--- src/rtl/vm_pkg.sv ---
// Shared vending-machine definitions: coin codes, coin values, balance
// ceiling and the change-dispenser FSM state encoding.
package vm_pkg;

    localparam logic [1:0] COIN_NONE    = 2'b00;
    localparam logic [1:0] COIN_NICKEL  = 2'b01;
    localparam logic [1:0] COIN_DIME    = 2'b10;
    localparam logic [1:0] COIN_QUARTER = 2'b11;

    localparam int VAL_NICKEL  = 5;
    localparam int VAL_DIME    = 10;
    localparam int VAL_QUARTER = 25;

    localparam int MAX_BALANCE = 100;

    typedef enum logic [2:0] {
        ST_IDLE   = 3'd0,
        ST_LOAD   = 3'd1,
        ST_SELECT = 3'd2,
        ST_EJECT  = 3'd3,
        ST_GAP    = 3'd4,
        ST_DONE   = 3'd5,
        ST_FAULT  = 3'd6
    } state_t;

endpackage

--- src/rtl/change_dispenser_if.sv ---
// Controller/hopper side of the change dispenser. Handshake rule for coins:
// eject is the request and stays high with coin_sel stable until the hopper
// raises hopper_ack; the coin is taken on the first clock edge where both
// are high. hopper_ack while eject is low has no effect.
interface change_dispenser_if #(parameter int AMT_W = 7) ();
    import vm_pkg::*;

    logic             start;
    logic [AMT_W-1:0] amount;
    logic             hopper_ack;
    logic             busy;
    logic             done;
    logic             err;
    logic [1:0]       coin_sel;
    logic             eject;
    logic [2:0]       n_quarter;
    logic [2:0]       n_dime;
    logic [2:0]       n_nickel;
    logic             fault;
    state_t           dbg_state;

    // Controller and hopper side
    modport master (
        output start, amount, hopper_ack,
        input  busy, done, err, coin_sel, eject,
        input  n_quarter, n_dime, n_nickel, fault, dbg_state
    );

    // Dispenser side
    modport slave (
        input  start, amount, hopper_ack,
        output busy, done, err, coin_sel, eject,
        output n_quarter, n_dime, n_nickel, fault, dbg_state
    );

endinterface

--- src/rtl/coin_picker.sv ---
// Greedy coin choice: largest coin not exceeding the remaining amount.
// Also used by the vending controller for balance display.
module coin_picker
    import vm_pkg::*;
#(
    parameter int AMT_W = 7
) (
    input  logic [AMT_W-1:0] remaining,
    output logic [1:0]       coin_sel,
    output logic [AMT_W-1:0] coin_val
);

    // Compare chain from quarter down to nickel
    always_comb begin
        coin_sel = COIN_NONE;
        coin_val = '0;
        if (remaining >= AMT_W'(VAL_QUARTER)) begin
            coin_sel = COIN_QUARTER;
            coin_val = AMT_W'(VAL_QUARTER);
        end else if (remaining >= AMT_W'(VAL_DIME)) begin
            coin_sel = COIN_DIME;
            coin_val = AMT_W'(VAL_DIME);
        end else if (remaining >= AMT_W'(VAL_NICKEL)) begin
            coin_sel = COIN_NICKEL;
            coin_val = AMT_W'(VAL_NICKEL);
        end
    end

endmodule

--- src/rtl/change_dispenser.sv ---
// Change dispenser: returns an amount in quarters, dimes and nickels, one
// coin per eject/ack handshake, with a fixed idle gap between coins.
// Optional build macro HOPPER_TIMEOUT_EN adds an ack timeout that parks the
// block in FAULT until reset.
module change_dispenser
    import vm_pkg::*;
#(
    parameter int AMT_W          = 7,
    parameter int MAX_AMT        = MAX_BALANCE,
    parameter int GAP_CYCLES     = 2,
    parameter int TIMEOUT_CYCLES = 1000
) (
    input logic               clock,
    input logic               reset,
    change_dispenser_if.slave bus
);

    localparam int GW = (GAP_CYCLES > 1) ? $clog2(GAP_CYCLES) : 1;

    state_t           state;
    logic             start_q;
    logic [AMT_W-1:0] amount_q;
    logic [AMT_W-1:0] remaining;
    logic [GW-1:0]    gap_cnt;
    logic             busy_r;
    logic             done_r;
    logic             err_r;
    logic             eject_r;
    logic [1:0]       coin_sel_r;
    logic [2:0]       n_quarter_r;
    logic [2:0]       n_dime_r;
    logic [2:0]       n_nickel_r;

    logic [AMT_W-1:0] amt_clamp;
    logic [AMT_W-1:0] amt_round;
    logic             amt_err;
    logic [1:0]       pick_sel;
    logic [AMT_W-1:0] pick_val;

`ifdef HOPPER_TIMEOUT_EN
    localparam int TW = (TIMEOUT_CYCLES > 1) ? $clog2(TIMEOUT_CYCLES) : 1;
    logic [TW-1:0] tmo_cnt;
    logic          fault_r;
`endif

    // remaining never changes during EJECT, so pick_val is the value of the
    // coin currently being ejected
    coin_picker #(.AMT_W(AMT_W)) u_picker (
        .remaining (remaining),
        .coin_sel  (pick_sel),
        .coin_val  (pick_val)
    );

    // Clamp the latched request and round it down to a multiple of 5
    always_comb begin
        amt_clamp = (amount_q > AMT_W'(MAX_AMT)) ? AMT_W'(MAX_AMT) : amount_q;
        amt_round = amt_clamp - (amt_clamp % AMT_W'(5));
        amt_err   = (amount_q > AMT_W'(MAX_AMT)) || ((amount_q % AMT_W'(5)) != '0);
    end

    // Dispense FSM with registered outputs; start is latched for one cycle so
    // LOAD takes effect one edge after the start edge
    always_ff @(posedge clock or posedge reset) begin
        if (reset) begin
            state       <= ST_IDLE;
            start_q     <= 1'b0;
            amount_q    <= '0;
            remaining   <= '0;
            gap_cnt     <= '0;
            busy_r      <= 1'b0;
            done_r      <= 1'b0;
            err_r       <= 1'b0;
            eject_r     <= 1'b0;
            coin_sel_r  <= COIN_NONE;
            n_quarter_r <= '0;
            n_dime_r    <= '0;
            n_nickel_r  <= '0;
`ifdef HOPPER_TIMEOUT_EN
            tmo_cnt     <= '0;
            fault_r     <= 1'b0;
`endif
        end else begin
            start_q <= 1'b0;
            done_r  <= 1'b0;
            case (state)
                ST_IDLE: begin
                    if (start_q) begin
                        state       <= ST_LOAD;
                        remaining   <= amt_round;
                        err_r       <= amt_err;
                        n_quarter_r <= '0;
                        n_dime_r    <= '0;
                        n_nickel_r  <= '0;
                        busy_r      <= 1'b1;
                    end else if (bus.start) begin
                        start_q  <= 1'b1;
                        amount_q <= bus.amount;
                        busy_r   <= 1'b1;
                    end
                end
                ST_LOAD: begin
                    state <= ST_SELECT;
                end
                ST_SELECT: begin
                    if (pick_sel == COIN_NONE) begin
                        state  <= ST_DONE;
                        done_r <= 1'b1;
                    end else begin
                        state      <= ST_EJECT;
                        coin_sel_r <= pick_sel;
                        eject_r    <= 1'b1;
`ifdef HOPPER_TIMEOUT_EN
                        tmo_cnt    <= '0;
`endif
                    end
                end
                ST_EJECT: begin
                    if (bus.hopper_ack) begin
                        state      <= ST_GAP;
                        eject_r    <= 1'b0;
                        coin_sel_r <= COIN_NONE;
                        remaining  <= remaining - pick_val;
                        gap_cnt    <= '0;
                        case (coin_sel_r)
                            COIN_QUARTER: n_quarter_r <= n_quarter_r + 3'd1;
                            COIN_DIME:    n_dime_r    <= n_dime_r + 3'd1;
                            COIN_NICKEL:  n_nickel_r  <= n_nickel_r + 3'd1;
                            default:      ;
                        endcase
`ifdef HOPPER_TIMEOUT_EN
                    end else if (tmo_cnt == TW'(TIMEOUT_CYCLES - 1)) begin
                        state      <= ST_FAULT;
                        eject_r    <= 1'b0;
                        coin_sel_r <= COIN_NONE;
                        fault_r    <= 1'b1;
                    end else begin
                        tmo_cnt <= tmo_cnt + 1'b1;
`endif
                    end
                end
                ST_GAP: begin
                    if (gap_cnt == GW'(GAP_CYCLES - 1)) begin
                        state <= ST_SELECT;
                    end else begin
                        gap_cnt <= gap_cnt + 1'b1;
                    end
                end
                ST_DONE: begin
                    state  <= ST_IDLE;
                    busy_r <= 1'b0;
                end
`ifdef HOPPER_TIMEOUT_EN
                ST_FAULT: begin
                    state <= ST_FAULT;
                end
`endif
                default: begin
                    state <= ST_IDLE;
                end
            endcase
        end
    end

    assign bus.busy      = busy_r;
    assign bus.done      = done_r;
    assign bus.err       = err_r;
    assign bus.eject     = eject_r;
    assign bus.coin_sel  = coin_sel_r;
    assign bus.n_quarter = n_quarter_r;
    assign bus.n_dime    = n_dime_r;
    assign bus.n_nickel  = n_nickel_r;
    assign bus.dbg_state = state;
`ifdef HOPPER_TIMEOUT_EN
    assign bus.fault     = fault_r;
`else
    assign bus.fault     = 1'b0;
`endif

endmodule

--- src/flat_wrapper.sv ---
// flat-port wrapper written by rule: the top's interface ports become plain ports
module change_dispenser_flat import vm_pkg::*;
#(
    parameter int AMT_W          = 7,
    parameter int MAX_AMT        = MAX_BALANCE,
    parameter int GAP_CYCLES     = 2,
    parameter int TIMEOUT_CYCLES = 1000
)
  (clock, reset, bus_start, bus_amount, bus_hopper_ack, bus_busy, bus_done, bus_err, bus_coin_sel, bus_eject, bus_n_quarter, bus_n_dime, bus_n_nickel, bus_fault, bus_dbg_state);
  change_dispenser_if #(.AMT_W(AMT_W)) bus_i ();
  input logic clock;
  input logic reset;
  input wire logic [$bits(bus_i.start)-1:0] bus_start;
  input wire logic [$bits(bus_i.amount)-1:0] bus_amount;
  input wire logic [$bits(bus_i.hopper_ack)-1:0] bus_hopper_ack;
  output wire logic [$bits(bus_i.busy)-1:0] bus_busy;
  output wire logic [$bits(bus_i.done)-1:0] bus_done;
  output wire logic [$bits(bus_i.err)-1:0] bus_err;
  output wire logic [$bits(bus_i.coin_sel)-1:0] bus_coin_sel;
  output wire logic [$bits(bus_i.eject)-1:0] bus_eject;
  output wire logic [$bits(bus_i.n_quarter)-1:0] bus_n_quarter;
  output wire logic [$bits(bus_i.n_dime)-1:0] bus_n_dime;
  output wire logic [$bits(bus_i.n_nickel)-1:0] bus_n_nickel;
  output wire logic [$bits(bus_i.fault)-1:0] bus_fault;
  output wire logic [$bits(bus_i.dbg_state)-1:0] bus_dbg_state;
  assign bus_i.start = bus_start;
  assign bus_i.amount = bus_amount;
  assign bus_i.hopper_ack = bus_hopper_ack;
  assign bus_busy = bus_i.busy;
  assign bus_done = bus_i.done;
  assign bus_err = bus_i.err;
  assign bus_coin_sel = bus_i.coin_sel;
  assign bus_eject = bus_i.eject;
  assign bus_n_quarter = bus_i.n_quarter;
  assign bus_n_dime = bus_i.n_dime;
  assign bus_n_nickel = bus_i.n_nickel;
  assign bus_fault = bus_i.fault;
  assign bus_dbg_state = bus_i.dbg_state;
  change_dispenser #(.AMT_W(AMT_W), .MAX_AMT(MAX_AMT), .GAP_CYCLES(GAP_CYCLES), .TIMEOUT_CYCLES(TIMEOUT_CYCLES)) u_core (.clock(clock), .reset(reset), .bus(bus_i));
endmodule
--- config.mk ---
export PLATFORM = sky130hd
export DESIGN_NAME = change_dispenser_flat
export DESIGN_NICKNAME = d
export VERILOG_FILES = /design/src/rtl/vm_pkg.sv /design/src/rtl/change_dispenser_if.sv /design/src/rtl/coin_picker.sv /design/src/rtl/change_dispenser.sv /design/src/flat_wrapper.sv
export SDC_FILE = /design/constraint.sdc
export NUM_CORES = 1
export LEC_CHECK = 0
export BUFFER_PORTS_ARGS = -buffer_cell sky130_fd_sc_hd__buf_2
export CAP_MARGIN = 20
export CORE_UTILIZATION = 55
export DETAILED_ROUTE_END_ITERATION = 10
export HOLD_SLACK_MARGIN = 0.12
export PLACE_DENSITY = 0.74
export SLEW_MARGIN = 10
export SYNTH_ARGS = -nofsm -noshare
export SYNTH_HDL_FRONTEND = slang
export SYNTH_HIERARCHICAL = 1
export SYNTH_SLANG_ARGS = --single-unit
--- constraint.sdc ---
create_clock -name clock -period 18.75 [get_ports clock]
set_input_delay 1.875 -clock clock [delete_from_list [all_inputs] [get_ports clock]]
set_output_delay 1.875 -clock clock [all_outputs]
set_load 0.01 [all_outputs]
# ---- Yosys cells after proc, flatten, opt, wreduce, memory -nomap -nowiden
# Cells that the tools add are included.
dict set report totals {
  out_inout_bits 19
  inputBits 11
  wordCells 101
  reg_bits 34
}
dict set report classes {
  magnitude_cmp 4
  reduce_logical 18
  n_div 2
  muxes 41
  addsub 6
  bitwise_logic 1
  n_eq_ne 16
}
# op count
set ops {}
lappend ops {{3-bit two-way mux} 12}
lappend ops {{7-bit two-way mux} 3}
lappend ops {{3-bit case mux with 2 select lines} 3}
lappend ops {{3-bit case mux with 5 select lines} 1}
lappend ops {{7-bit by 3-bit modulo with 7-bit output (second input constant)} 2}
lappend ops {{7-bit case mux with 2 select lines} 1}
lappend ops {{3-bit AND reduction} 4}
lappend ops {{4-bit AND reduction} 3}
lappend ops {{1-bit two-way mux} 11}
lappend ops {{3-bit by 1-bit adder with 3-bit output (second input constant)} 3}
lappend ops {{2-bit two-way mux} 4}
lappend ops {{2-bit != test (second input constant)} 4}
lappend ops {{2-bit nonzero test} 4}
lappend ops {{7-bit by 3-bit greater-or-equal comparator with 1-bit output (second input constant)} 1}
lappend ops {{7-bit by 4-bit greater-or-equal comparator with 1-bit output (second input constant)} 1}
lappend ops {{7-bit by 5-bit greater-or-equal comparator with 1-bit output (second input constant)} 1}
lappend ops {{7-bit > comparator (second input constant)} 1}
lappend ops {{7-bit nonzero test} 1}
lappend ops {{7-bit by 5-bit subtractor with 7-bit output} 1}
lappend ops {{7-bit subtractor} 1}
lappend ops {{3-bit by 2-bit equality test with 1-bit output (second input constant)} 2}
lappend ops {{3-bit equality test (second input constant)} 2}
lappend ops {{2-bit by 1-bit != test with 1-bit output (second input constant)} 3}
lappend ops {{1-bit case mux with 2 select lines} 3}
lappend ops {{other kinds (13)} 16}

# ---- Depth between registers and ports, before layout
# Gate-level depths: netlist of run 1.
dict set report logic_depth {
  word_depth 7
  ltp_mapped 32
  mapped_depth_nobuf 29
}

# ---- Hierarchy
# The synthesis of run 1 kept the hierarchy.
# module cells_per_inst seq_area_each_um2 instances area_each_um2
set modules_own_cells {}
lappend modules_own_cells {change_dispenser 440 850.8 1 3457.1}
lappend modules_own_cells {coin_picker 21 0.0 1 128.9}

# ---- Worst setup path after synthesis of run 1
# No wires, ideal clock.
dict set report synth_path {
  kind {register to register}
  start {register u_core.amount_q[5]}
  end {register u_core.remaining[6]}
  arrival_ps 5945
  t_required_ps 18619
  synth_period_minus_slack_ps 6077
  path_buffers 2
  setup_ps 131
  stages_incl_launch_ff 29
  slack_ps 12673
  cell_sequence {dfrtp_1 -> buf_2 -> and2_1 -> buf_2 -> nor2_1 -> ha_1 -> nand4bb_1 -> nor4_1 -> o211ai_1 -> a22o_1 -> ha_1 -> a211oi_1 -> o211ai_2 -> a2111oi_2 -> a31oi_2 -> a2111oi_4 -> mux2i_1 -> o211a_2 -> nand2b_4 -> nand2_1 -> xnor2_1 -> fa_1 -> a21o_1 -> a21oi_1 -> o21bai_1 -> a21oi_1 -> xnor2_1 -> xnor2_1 -> o21ai_1}
}
dict set report synth_between {
  elab_chain_cells 6
}
# item line
set synth_lines {}
lappend synth_lines {{start, declared} change_dispenser.sv:22} ;# logic [AMT_W-1:0] amount_q;
lappend synth_lines {{start signal, assigned} change_dispenser.sv:97} ;# amount_q <= bus.amount;
lappend synth_lines {{7-bit > comparator} change_dispenser.sv:56} ;# amt_clamp = (amount_q > AMT_W'(MAX_AMT)) ? AMT_W'(MAX_AMT) : amount_q;
lappend synth_lines {{7-bit two-way mux (*)} change_dispenser.sv:56}
lappend synth_lines {{7-bit by 3-bit modulo with 7-bit output} change_dispenser.sv:57} ;# amt_round = amt_clamp - (amt_clamp % AMT_W'(5));
lappend synth_lines {{7-bit subtractor (*)} change_dispenser.sv:57}
lappend synth_lines {{7-bit two-way mux (*)} change_dispenser.sv:87} ;# if (start_q) begin
lappend synth_lines {{7-bit case mux with 2 select lines (*)} change_dispenser.sv:85} ;# case (state)
lappend synth_lines {{end signal, assigned} change_dispenser.sv:89} ;# remaining <= amt_round;
lappend synth_lines {{end signal, assigned} change_dispenser.sv:122} ;# remaining <= remaining - pick_val;
lappend synth_lines {{end, declared} change_dispenser.sv:23} ;# logic [AMT_W-1:0] remaining;
# Mark *: on every way between the ends. The rest lies on a longest branch, timed or not. The select of a mux whose other input is x is not followed.
# A chain may end at the register's enable or synchronous reset.

# ---- Worst setup path after layout of run 1
dict set report layout_path {
  start {register u_core.amount_q[6]}
  end {register u_core.remaining[6]}
}
# The elaborated chain is that of the path after synthesis.

==> metrics, run 1 <==
vias in the first global route 3067; global route overflow 0; Critical Path Slowest Stage Cell a2111oi_4; #FFs+latches synth 34; clk sinks 34; status completed; site row count 29; Nets 512; gr usage total 25.5%; critical-path maximum fanout 17; First-pass DRT Iterations 5; Simple-Gate Fraction of Synth Area 21.0%; top_reg_cell synth dfrtp_1; # hold bufs at CTS 0; CTS Buffer Depth 2; post-CTS sizing 0; R2R Setup Slk 11.90 ns; hold depth 2; Post-synth EDFFs 0; sequential area share after synthesis 23.7%; clk_lat worst skew 0.28 ns; Cell variety after synth 77; Final setup viols 0; Placer Congestion 0.888; CTS tree done; post-synthesis cell count 461; H-tree depth 2; DR WL/cell 14.7 um; DRC Markers 0; Vias 3317; pin slew with the least headroom to its limit 0.612 ns; initial DRC count 178; final slew viol count 0; Post-Synth XOR/XNOR Area 5.13%; crit-path most repeated cell xnor2_1; share of cells above drive strength 1 12.2%; Worst setup SP type flip-flop; critical path data arrival time 7.01 ns; Die ar. 6850 sq um; Rel. slew slack 58.8%; largest net degree at the start of global routing 22; compound-gate portion of the synthesized area 30.3%; Worst Hold Endpoint u_core/bus.err$_DFFE_PP0P_; Clock transition at path regs 0.08 ns; mapped cell area 3590 sq um; Design Area, Final 3810 sq um; Crit. End Element flip-flop; unrepaired setup endpoints after global routing false; Mean Syn Cell Area 7.78 sq um; Tcrit/Tclk final 36.6%; Async SR Flop Fraction 100%; port bufs 28; Setup TNS 0 ns; WP buf/inv 0; chip height 82.7 um; first-pass GRT wire length 13.8 mm; post-route ant nets 0; post-CTS setup buffers 0; Starting Density 56.8%; Crit Path Class reg2reg; DIE WIDTH 82.7 um; # diodes 0; core area 6310 sq um; Worst path top cell family by delay compound AO/OA/AOI/OAI gates; Hold Path Class reg2reg; CTS root buffer clkbuf_8; Post-Route WL 8.07 mm; dpl hpwl 6.11 mm; Hold Crit Start u_core/bus.err$_DFFE_PP0P_; Area Overhead vs Synth 6.21%; clock skew 0.00683 ns; minimum clock period 6.85 ns; required time worst endpoint 18.90 ns; multiplexer area fraction after synthesis 2.34%; reg2reg end u_core/remaining[6]$_DFFE_PP0P_; Hold Fails Final Rpt 0; adder-cell share of the synthesized area 10.2%; reg2reg path depth 26; initial antenna violation count 0; Via-to-Cell Ratio 6.02; Worst R2R Start u_core/amount_q[6]$_DFFE_PP0P_; TritonCTS buffer count 5; number of max-cap violations 0; Peak Freq 146 MHz; Synth Warn # 6; placed cell areas 3690 sq um; Slowest Stage Delay on Critical Path 0.60 ns; main combinational cell family by area after synthesis compound AO/OA/AOI/OAI gates; # IOs 30
[kinds of logic (layout without fill, tap and decap cells)]
kind of cell | after synthesis | after routing
AND/OR/NAND/NOR | 158 | 158
AO/OA/AOI/OAI | 154 | 154
buffers and inverters | 56 | 68
flip-flops | 34 | 34
adder cells (fa/ha/maj) | 28 | 28
XOR/XNOR | 21 | 21
multiplexers | 8 | 8
other | 2 | 3
[per-stage QoR]
stage | util, % | hold WS, ns | setup slack, ns | std cells
final | 60.3 | 0.481 | 11.90 | 551
after floorplan | - | 0.487 | 12.67 | 462
after global placement | 58.5 | 0.458 | 12.23 | 543
after detailed placement | 58.5 | 0.467 | 11.94 | 543
after global routing | 60.3 | 0.506 | 11.19 | 551
after CTS | 60.3 | 0.485 | 11.87 | 551
[tightest hold or removal path: cells and delay by family (launching register included)]
family,cells,cell delay [ns]
DFF,1,0.34
AOI/OAI and AO/OA,1,0.06
and+or+nand+nor,1,0.04
[placed cells by master, fill, tap and decap left out, drive strengths merged, types with 6 or more instances in the layout]
cell / count
nand2b: 9
inv: 31
dfrtp: 34
nor2: 52
nor3: 13
xor2: 11
ha: 26
o21ai: 40
o211ai: 6
a22o: 6
xnor2: 10
nand3: 7
a21oi: 36
a211oi: 8
nand2: 47
a21o: 10
buf: 29
[cell type report]
class / count / area, sq um
Inverter: 31 / 116
Clock inverter: 3 / 45.0
Clock buffer: 5 / 68.8
Timing Repair Buffer: 29 / 148
Sequential cell: 34 / 851
Tap cell: 77 / 96.3
Fill cell: 576 / 2500
Multi-Input combinational cell: 372 / 2480
[layer usage]
layer,wire length [um],up-vias,GRT usage [%]
met1,3690,1535,33.6
met4,128,0,7.07
met5,0,-,0
li1,-,1658,-
met2,3900,111,44.3
met3,363,13,2.20
[worst max path at each step]
| stage | start | endpoint | slack [ns] | cells past startpoint |
|---|---|---|---|---|
| floorplan | u_core/amount_q[5]$_DFFE_PP0P_ | u_core/remaining[6]$_DFFE_PP0P_ | 12.67 | 28 |
| global placement | u_core/amount_q[6]$_DFFE_PP0P_ | u_core/remaining[6]$_DFFE_PP0P_ | 12.23 | 26 |
| detailed placement | u_core/amount_q[6]$_DFFE_PP0P_ | u_core/remaining[6]$_DFFE_PP0P_ | 11.94 | 26 |
| CTS | u_core/amount_q[6]$_DFFE_PP0P_ | u_core/remaining[6]$_DFFE_PP0P_ | 11.87 | 26 |
| global route | u_core/amount_q[6]$_DFFE_PP0P_ | u_core/remaining[6]$_DFFE_PP0P_ | 11.19 | 26 |
| finish | u_core/amount_q[6]$_DFFE_PP0P_ | u_core/remaining[6]$_DFFE_PP0P_ | 11.90 | 26 |
[Yosys cell counts, types with 3 or more instances]
library cell  count  area share (%)
nor2_1           52             5.4
nand2_1          47             4.9
a21oi_1          36             5.0
o21ai_0          35             4.9
dfrtp_1          34              24
inv_1            30             3.1
ha_1             26             9.1
nor3_1           12             1.7
xor2_1           11             2.7
a21o_1           10             2.1
clkbuf_1         10             1.0
xnor2_1          10             2.4
nand2b_1          8             1.4
nand3_1           7            0.98
a211oi_1          6             1.3
a22o_1            6             1.5
buf_2             6            0.84
buf_4             6             1.3
mux2i_1           5             1.4
nor2b_1           5            0.87
o211ai_1          5             1.0
and2_1            4            0.70
o21ai_1           4            0.56
a211o_1           3            0.73
mux2_2            3            0.94
nand3b_1          3            0.63
nor3b_1           3            0.63
o21a_1            3            0.63
o22ai_1           3            0.52
or3_1             3            0.52
[registers in the layout, summed over array words and instances, names as in the netlist]
signal and count:
u_core/bus.coin_sel 2, u_core/bus.dbg_state 3, u_core/bus.n_dime 3, u_core/bus.busy 1, u_core/remaining 7, u_core/amount_q 7
u_core/bus.done 1, u_core/start_q 1, u_core/bus.n_nickel 3, u_core/bus.n_quarter 3, u_core/bus.eject 1, u_core/gap_cnt 1
u_core/bus.err 1
Power of run 1 is not shown: default switching activity piles up to over one toggle a cycle in this logic, so the estimate is an artifact.
==> run 2, diff against run 1 <==
clock period = 6.7 ns   (was 18.75 ns; I/O delays follow)
==> run 2 against run 1 <==
  * Largest cell class unchanged
  * Sequential share of layout area is 0.60 points lower
  * Via count is 3.9% higher
  * First-iteration DRC count is 5.1% higher
  * Critical path type unchanged
  * Critical path depth is 1 lower
  * Clock-buffer cell count stayed put
  * Fmax is 9.0% higher
  * Routed wire length is 6.7% higher
  * Core utilization is 1.8 points higher
  * Cell area is 3.1% higher
==> metrics, run 2 (same netlist as run 1, synthesis figures left out) <==
status completed (unchanged); DRC Markers 0 (unchanged); Rel. slew slack 56.6% (was 58.8%); Clock transition at path regs 0.08 ns (about the same); port bufs 28 (unchanged); Worst R2R Start u_core/amount_q[5]$_DFFE_PP0P_ (was u_core/amount_q[6]$_DFFE_PP0P_); CTS tree done (unchanged); Vias 3448 (was 3317); CTS Buffer Depth 2 (unchanged); Tcrit/Tclk final 93.9% (was 36.6%); commonest non-fill, non-tap cell in the layout nor2_1 (unchanged); initial antenna violation count 0 (unchanged); clock skew 0.0113 ns (was 0.00683 ns); Post-Route WL 8.62 mm (was 8.07 mm); Nets 519 (was 512); reg2reg end u_core/remaining[6]$_DFFE_PP0P_ (unchanged); First-pass DRT Iterations 5 (unchanged); site row count 29 (unchanged); core area 6310 sq um (unchanged); Crit path depth 25 (was 26); Final setup viols 0 (unchanged); DR WL/cell 15.4 um (was 14.7 um); dpl ws 0.220 ns (was 11.94 ns); critical-path maximum fanout 6 (was 17); clk sinks 34 (unchanged); required time worst endpoint 6.85 ns (was 18.90 ns); Worst setup SP type flip-flop (unchanged); Via-to-Cell Ratio 6.18 (was 6.02); WP buf/inv 0 (unchanged); clk_lat worst skew 0.28 ns (about the same); dpl hpwl 6.27 mm (was 6.11 mm); Setup TNS 0 ns (unchanged); worst setup margin 0.411 ns (was 11.90 ns); Crit Path Class reg2reg (unchanged); CTS root buffer clkbuf_8 (unchanged); chip height 82.7 um (unchanged); Worst path top cell family by delay compound AO/OA/AOI/OAI gates (unchanged); vias in the first global route 3149 (was 3067); final slew viol count 0 (unchanged); DIE WIDTH 82.7 um (unchanged); minimum clock period 6.29 ns (was 6.85 ns); H-tree depth 2 (unchanged); hold_ws 0.304 ns (was 0.481 ns); Area Overhead vs Synth 9.46% (was 6.21%); pin slew with the least headroom to its limit 0.647 ns (was 0.612 ns); Starting Density 56.8% (unchanged); Critical Path Slowest Stage Cell a2111oi_4 (unchanged); gr usage total 25.7% (was 25.5%); crit path from u_core/amount_q[5]$_DFFE_PP0P_ (was u_core/amount_q[6]$_DFFE_PP0P_); Peak Freq 159 MHz (was 146 MHz); critical path data arrival time 6.44 ns (was 7.01 ns); Slowest Stage Delay on Critical Path 0.50 ns (was 0.60 ns); Placer Congestion 0.982 (was 0.888); Die ar. 6850 sq um (unchanged); Hold Fails Final Rpt 0 (unchanged); biggest regs u_core/amount_q (7), u_core/remaining (7) (unchanged); post-route ant nets 0 (unchanged); first-pass GRT wire length 13.9 mm (was 13.8 mm); R2R Setup Slk 0.41 ns (was 11.90 ns); Crit. End Element flip-flop (unchanged); reg2reg path depth 25 (was 26); Hold Path Class in2async (was reg2reg); # IOs 30 (unchanged); commonest cells after routing, fill and taps aside nor2_1 (51), nand2_1 (47), a21oi_1 (36), o21ai_0 (35), dfrtp_1 (32) (was nor2_1 (52), nand2_1 (47), a21oi_1 (36), o21ai_0 (35), dfrtp_1 (34)); TritonCTS buffer count 5 (unchanged); largest net degree at the start of global routing 29 (was 22); number of max-cap violations 0 (unchanged); crit-path most repeated cell xnor2_1 (unchanged); # diodes 0 (unchanged); share of cells above drive strength 1 15.2% (was 12.2%); global route overflow 0 (unchanged); initial DRC count 187 (was 178)
[run 2: cell types whose count changed in the layout (fill, tap and decap cells not counted), moves of 2 or more]
cell,previous run,this run
dfrtp_2,0,2
buf_4,1,8
dfrtp_1,34,32
clkinvlp_4,2,0
[run 2: worst max path at each step]
stage,endpoint,slack [ns]
after floorplan,u_core/remaining[6]$_DFFE_PP0P_,0.62
after global placement,u_core/remaining[6]$_DFFE_PP0P_,0.36
after detailed placement,u_core/remaining[6]$_DFFE_PP0P_,0.22
after CTS,u_core/remaining[6]$_DFFE_PP0P_,0.16
after global routing,u_core/remaining[6]$_DFFE_PP0P_,-0.02
final,u_core/remaining[6]$_DFFE_PP0P_,0.41
[run 2: what timing repair did]
item,CTS,global route
gates resized for setup,0,10
endpoints found under the setup margin,0,4
setup buffers,0,3
hold buffers,0,0
[run 2: cell type report]
class	count	area (sq um)
clock inverters	3	68.8
inverters	31	116
well taps	77	96.3
repair buffers	36	200
clock buffers	5	68.8
flip-flops and latches	34	853
multi-input cells	372	2520
fillers	584	2390
[run 2: metal layers]
metal | share of wire, % | GRT usage, %
met1 | 45 | 32.0
met2 | 48 | 45.6
met3 | 4.4 | 2.53
met4 | 2.4 | 9.31
met5 | 0 | 0
[run 2: stage by stage]
step	cells	utilization, %	instance area (sq um)
after floorplan	462	-	3590
after detailed placement	547	59.0	3720
after global placement	547	59.0	3720
after CTS	555	61.2	3860
after global routing	558	62.2	3930
final	558	62.2	3930
Power of run 2 is left out for the same reason.
==> run 3, diff against run 2 <==
ABC_AREA = 1   (was default)
PLACE_DENSITY = 0.75   (was 0.74)
RECOVER_POWER = 25   (was default)
==> run 3 against run 2 <==
  * The flow now finishes with violations (max-capacitance violations, max-slew violations)
  * Cell area decreased by 9.6%
  * Global-route usage decreased by 2.2 points
  * Critical path depth increased by 23
  * Clock-buffer cell count increased by 1
  * Synthesized area decreased by 8.7%
  * First-iteration DRC count decreased by 49%
  * Worst hold slack improved by 0.18 ns
  * Sequential cell count unchanged
  * Routed wire length decreased by 24%
  * Non-clock buffer count decreased by 7
  * Die area decreased by 8.4%
  * Critical endpoint unchanged
==> metrics, run 3 <==
minimum clock period 6.02 ns (was 6.29 ns); commonest non-fill, non-tap cell in the layout nand2_1 (was nor2_1); Tcrit/Tclk final 89.8% (was 93.9%); site row count 27 (was 29); Simple-Gate Fraction of Synth Area 32.5% (was 21.0%); biggest regs u_core/amount_q (7), u_core/remaining (7) (unchanged); failing checks max-capacitance violations, max-slew violations; Clock transition at path regs 0.07 ns (was 0.08 ns); dpl hpwl 5.41 mm (was 6.27 mm); clk_lat worst skew 0.28 ns (about the same); Critical Path Slowest Stage Cell dfrtp_1 (was a2111oi_4); vias in the first global route 2749 (was 3149); Area Overhead vs Synth 8.29% (was 9.46%); commonest cells after routing, fill and taps aside nand2_1 (102), inv_1 (85), nor2_1 (44), dfrtp_1 (34), o21ai_0 (29) (was nor2_1 (51), nand2_1 (47), a21oi_1 (36), o21ai_0 (35), dfrtp_1 (32)); # hold bufs at CTS 0 (unchanged); largest cells by area after synthesis dfrtp_1 (26%), nand2_1 (12%), ha_1 (9.9%) (was dfrtp_1 (24%), ha_1 (9.1%), nor2_1 (5.4%)); CTS Buffer Depth 2 (unchanged); share of cells above drive strength 1 16.7% (was 15.2%); sequential area share after synthesis 26.0% (was 23.7%); DR WL/cell 11.4 um (was 15.4 um); # IOs 30 (unchanged); status finished with violations (was completed); multiplexer area fraction after synthesis 0.917% (was 2.34%); initial antenna violation count 0 (unchanged); Yosys top cell by area dfrtp_1 (unchanged); CTS tree done (unchanged); post-route ant nets 0 (unchanged); Vias 2889 (was 3448); Cell variety after synth 41 (was 77); Nets 541 (was 519); clock skew 0.00309 ns (was 0.0113 ns); cell with the most instances after synthesis nand2_1 (was nor2_1); dpl cells 567 (was 547); pin slew with the least headroom to its limit 1.84 ns (was 0.647 ns); global route overflow 0 (unchanged); final slew viol count 35 (was 0); Peak Freq 166 MHz (was 159 MHz); first-pass GRT wire length 11.7 mm (was 13.9 mm); Setup TNS 0 ns (unchanged); DIE WIDTH 79.2 um (was 82.7 um); Post-Synth XOR/XNOR Area 4.24% (was 5.13%); Async SR Flop Fraction 100% (unchanged); adder-cell share of the synthesized area 11.2% (was 10.2%); mapped cell area 3280 sq um (was 3590 sq um); Crit. End Element flip-flop (unchanged); Worst setup SP type flip-flop (unchanged); main combinational cell family by area after synthesis simple AND/OR/NAND/NOR gates (was compound AO/OA/AOI/OAI gates); compound-gate portion of the synthesized area 12.7% (was 30.3%); hold depth 2; initial DRC count 95 (was 187); crit path from u_core/amount_q[6]$_DFFE_PP0P_ (was u_core/amount_q[5]$_DFFE_PP0P_); largest net degree at the start of global routing 35 (was 29); Synth Warn # 6 (unchanged); Hold Crit Start u_core/bus.eject$_DFFE_PP0P_; gr usage total 23.5% (was 25.7%); critical-path maximum fanout 9 (was 6); post-synthesis cell count 476 (was 461); TritonCTS buffer count 5 (unchanged); Via-to-Cell Ratio 5.02 (was 6.18); post-CTS sizing 0 (unchanged); Placer Congestion 0.834 (was 0.982); unrepaired setup endpoints after global routing false; Crit Path Class reg2reg (unchanged); Final setup viols 0 (unchanged); Die ar. 6270 sq um (was 6850 sq um); First-pass DRT Iterations 5 (unchanged); post-CTS setup buffers 0 (unchanged); number of max-cap violations 1 (was 0); Synth top cells by count nand2_1 (102), inv_1 (85), nor2_1 (44), dfrtp_1 (34), o21ai_0 (29) (was nor2_1 (52), nand2_1 (47), a21oi_1 (36), o21ai_0 (35), dfrtp_1 (34)); Post-synth EDFFs 0 (unchanged); H-tree depth 2 (unchanged); # diodes 0 (unchanged); required time worst endpoint 6.91 ns (was 6.85 ns); crit-path most repeated cell nand2_1 (was xnor2_1); Yosys top cell area share 26.0% (was 23.7%); Post-Route WL 6.55 mm (was 8.62 mm); Fillers 505 (was 584); Worst R2R Start u_core/amount_q[6]$_DFFE_PP0P_ (was u_core/amount_q[5]$_DFFE_PP0P_); Starting Density 58.4% (was 56.8%); reg2reg path depth 48 (was 25); #FFs+latches synth 34 (unchanged); clk sinks 34 (unchanged); Hold Path Class reg2reg (was in2async); Hold Fails Final Rpt 0 (unchanged); critical path data arrival time 6.23 ns (was 6.44 ns); DRC Markers 0 (unchanged); post-route insts no fill 575 (was 558); Rel. slew slack -22.7% (was 56.6%); chip height 79.2 um (was 82.7 um); Mean Syn Cell Area 6.88 sq um (was 7.78 sq um); top_reg_cell synth dfrtp_1 (unchanged); CTS root buffer clkbuf_8 (unchanged); Slowest Stage Delay on Critical Path 0.47 ns (was 0.50 ns); core area 5610 sq um (was 6310 sq um); port bufs 28 (unchanged)
==> run 3: cell type report <==
cell class | count | area [sq um] | area share, %
clock inverters | 2 | 12.5 | 0.353
multi-input cells | 342 | 2030 | 57.1
repair buffers | 29 | 144 | 4.06
clock buffers | 6 | 82.6 | 2.33
inverters | 90 | 340 | 9.59
flip-flops and latches | 34 | 851 | 24.0
well taps | 72 | 90.1 | 2.54
==> run 3: per-layer routing <==
metal,GRT usage (%),wire length (um),vias up
met5,0,0,-
met3,3.45,153,11
met1,28.2,3030,1299
met4,8.00,117,0
met2,42.3,3250,41
li1,-,-,1538
==> run 3: worst paths after layout <==
path	to	slack, ns
worst min register to register	u_core/bus.eject$_DFFE_PP0P_	0.49
max in group asynchronous	u_core/remaining[0]$_DFFE_PP0P_	4.61
worst max register to register	u_core/remaining[6]$_DFFE_PP0P_	0.68
worst max-delay path	u_core/remaining[6]$_DFFE_PP0P_	0.68
min in group asynchronous	u_core/amount_q[6]$_DFFE_PP0P_	1.03
worst min-delay path	u_core/bus.eject$_DFFE_PP0P_	0.49
==> run 3: per-stage QoR <==
step	util (%)	hold slack (ns)	worst slack, ns	instance area [sq um]
2_1_floorplan	-	0.443	1.42	3280
6_report	63.3	0.485	0.681	3550
4_1_cts	63.3	0.478	0.759	3550
3_5_place_dp	61.6	0.478	0.784	3460
5_1_grt	63.3	0.509	0.0425	3550
3_3_place_gp	61.6	0.454	1.08	3460
==> run 3: kinds of logic after synthesis <==
| family | after synthesis |
|---|---|
| adder cells (fa/ha/maj) | 28 |
| multiplexers | 3 |
| AO/OA/AOI/OAI | 70 |
| AND/OR/NAND/NOR | 223 |
| XOR/XNOR | 15 |
| buffers and inverters | 101 |
| flip-flops | 34 |
| other | 2 |
==> run 3: critical path, delay by kind of cell (launching register included) <==
| kind | cells | cell delay (ns) |
|---|---|---|
| buffers and inverters | 8 | 0.50 |
| adder cells (fa/ha/maj) | 4 | 0.92 |
| flip-flops | 1 | 0.47 |
| AO/OA/AOI/OAI | 6 | 0.91 |
| XOR/XNOR | 2 | 0.40 |
| AND/OR/NAND/NOR | 28 | 2.73 |
Power of run 3 is left out for the same reason.
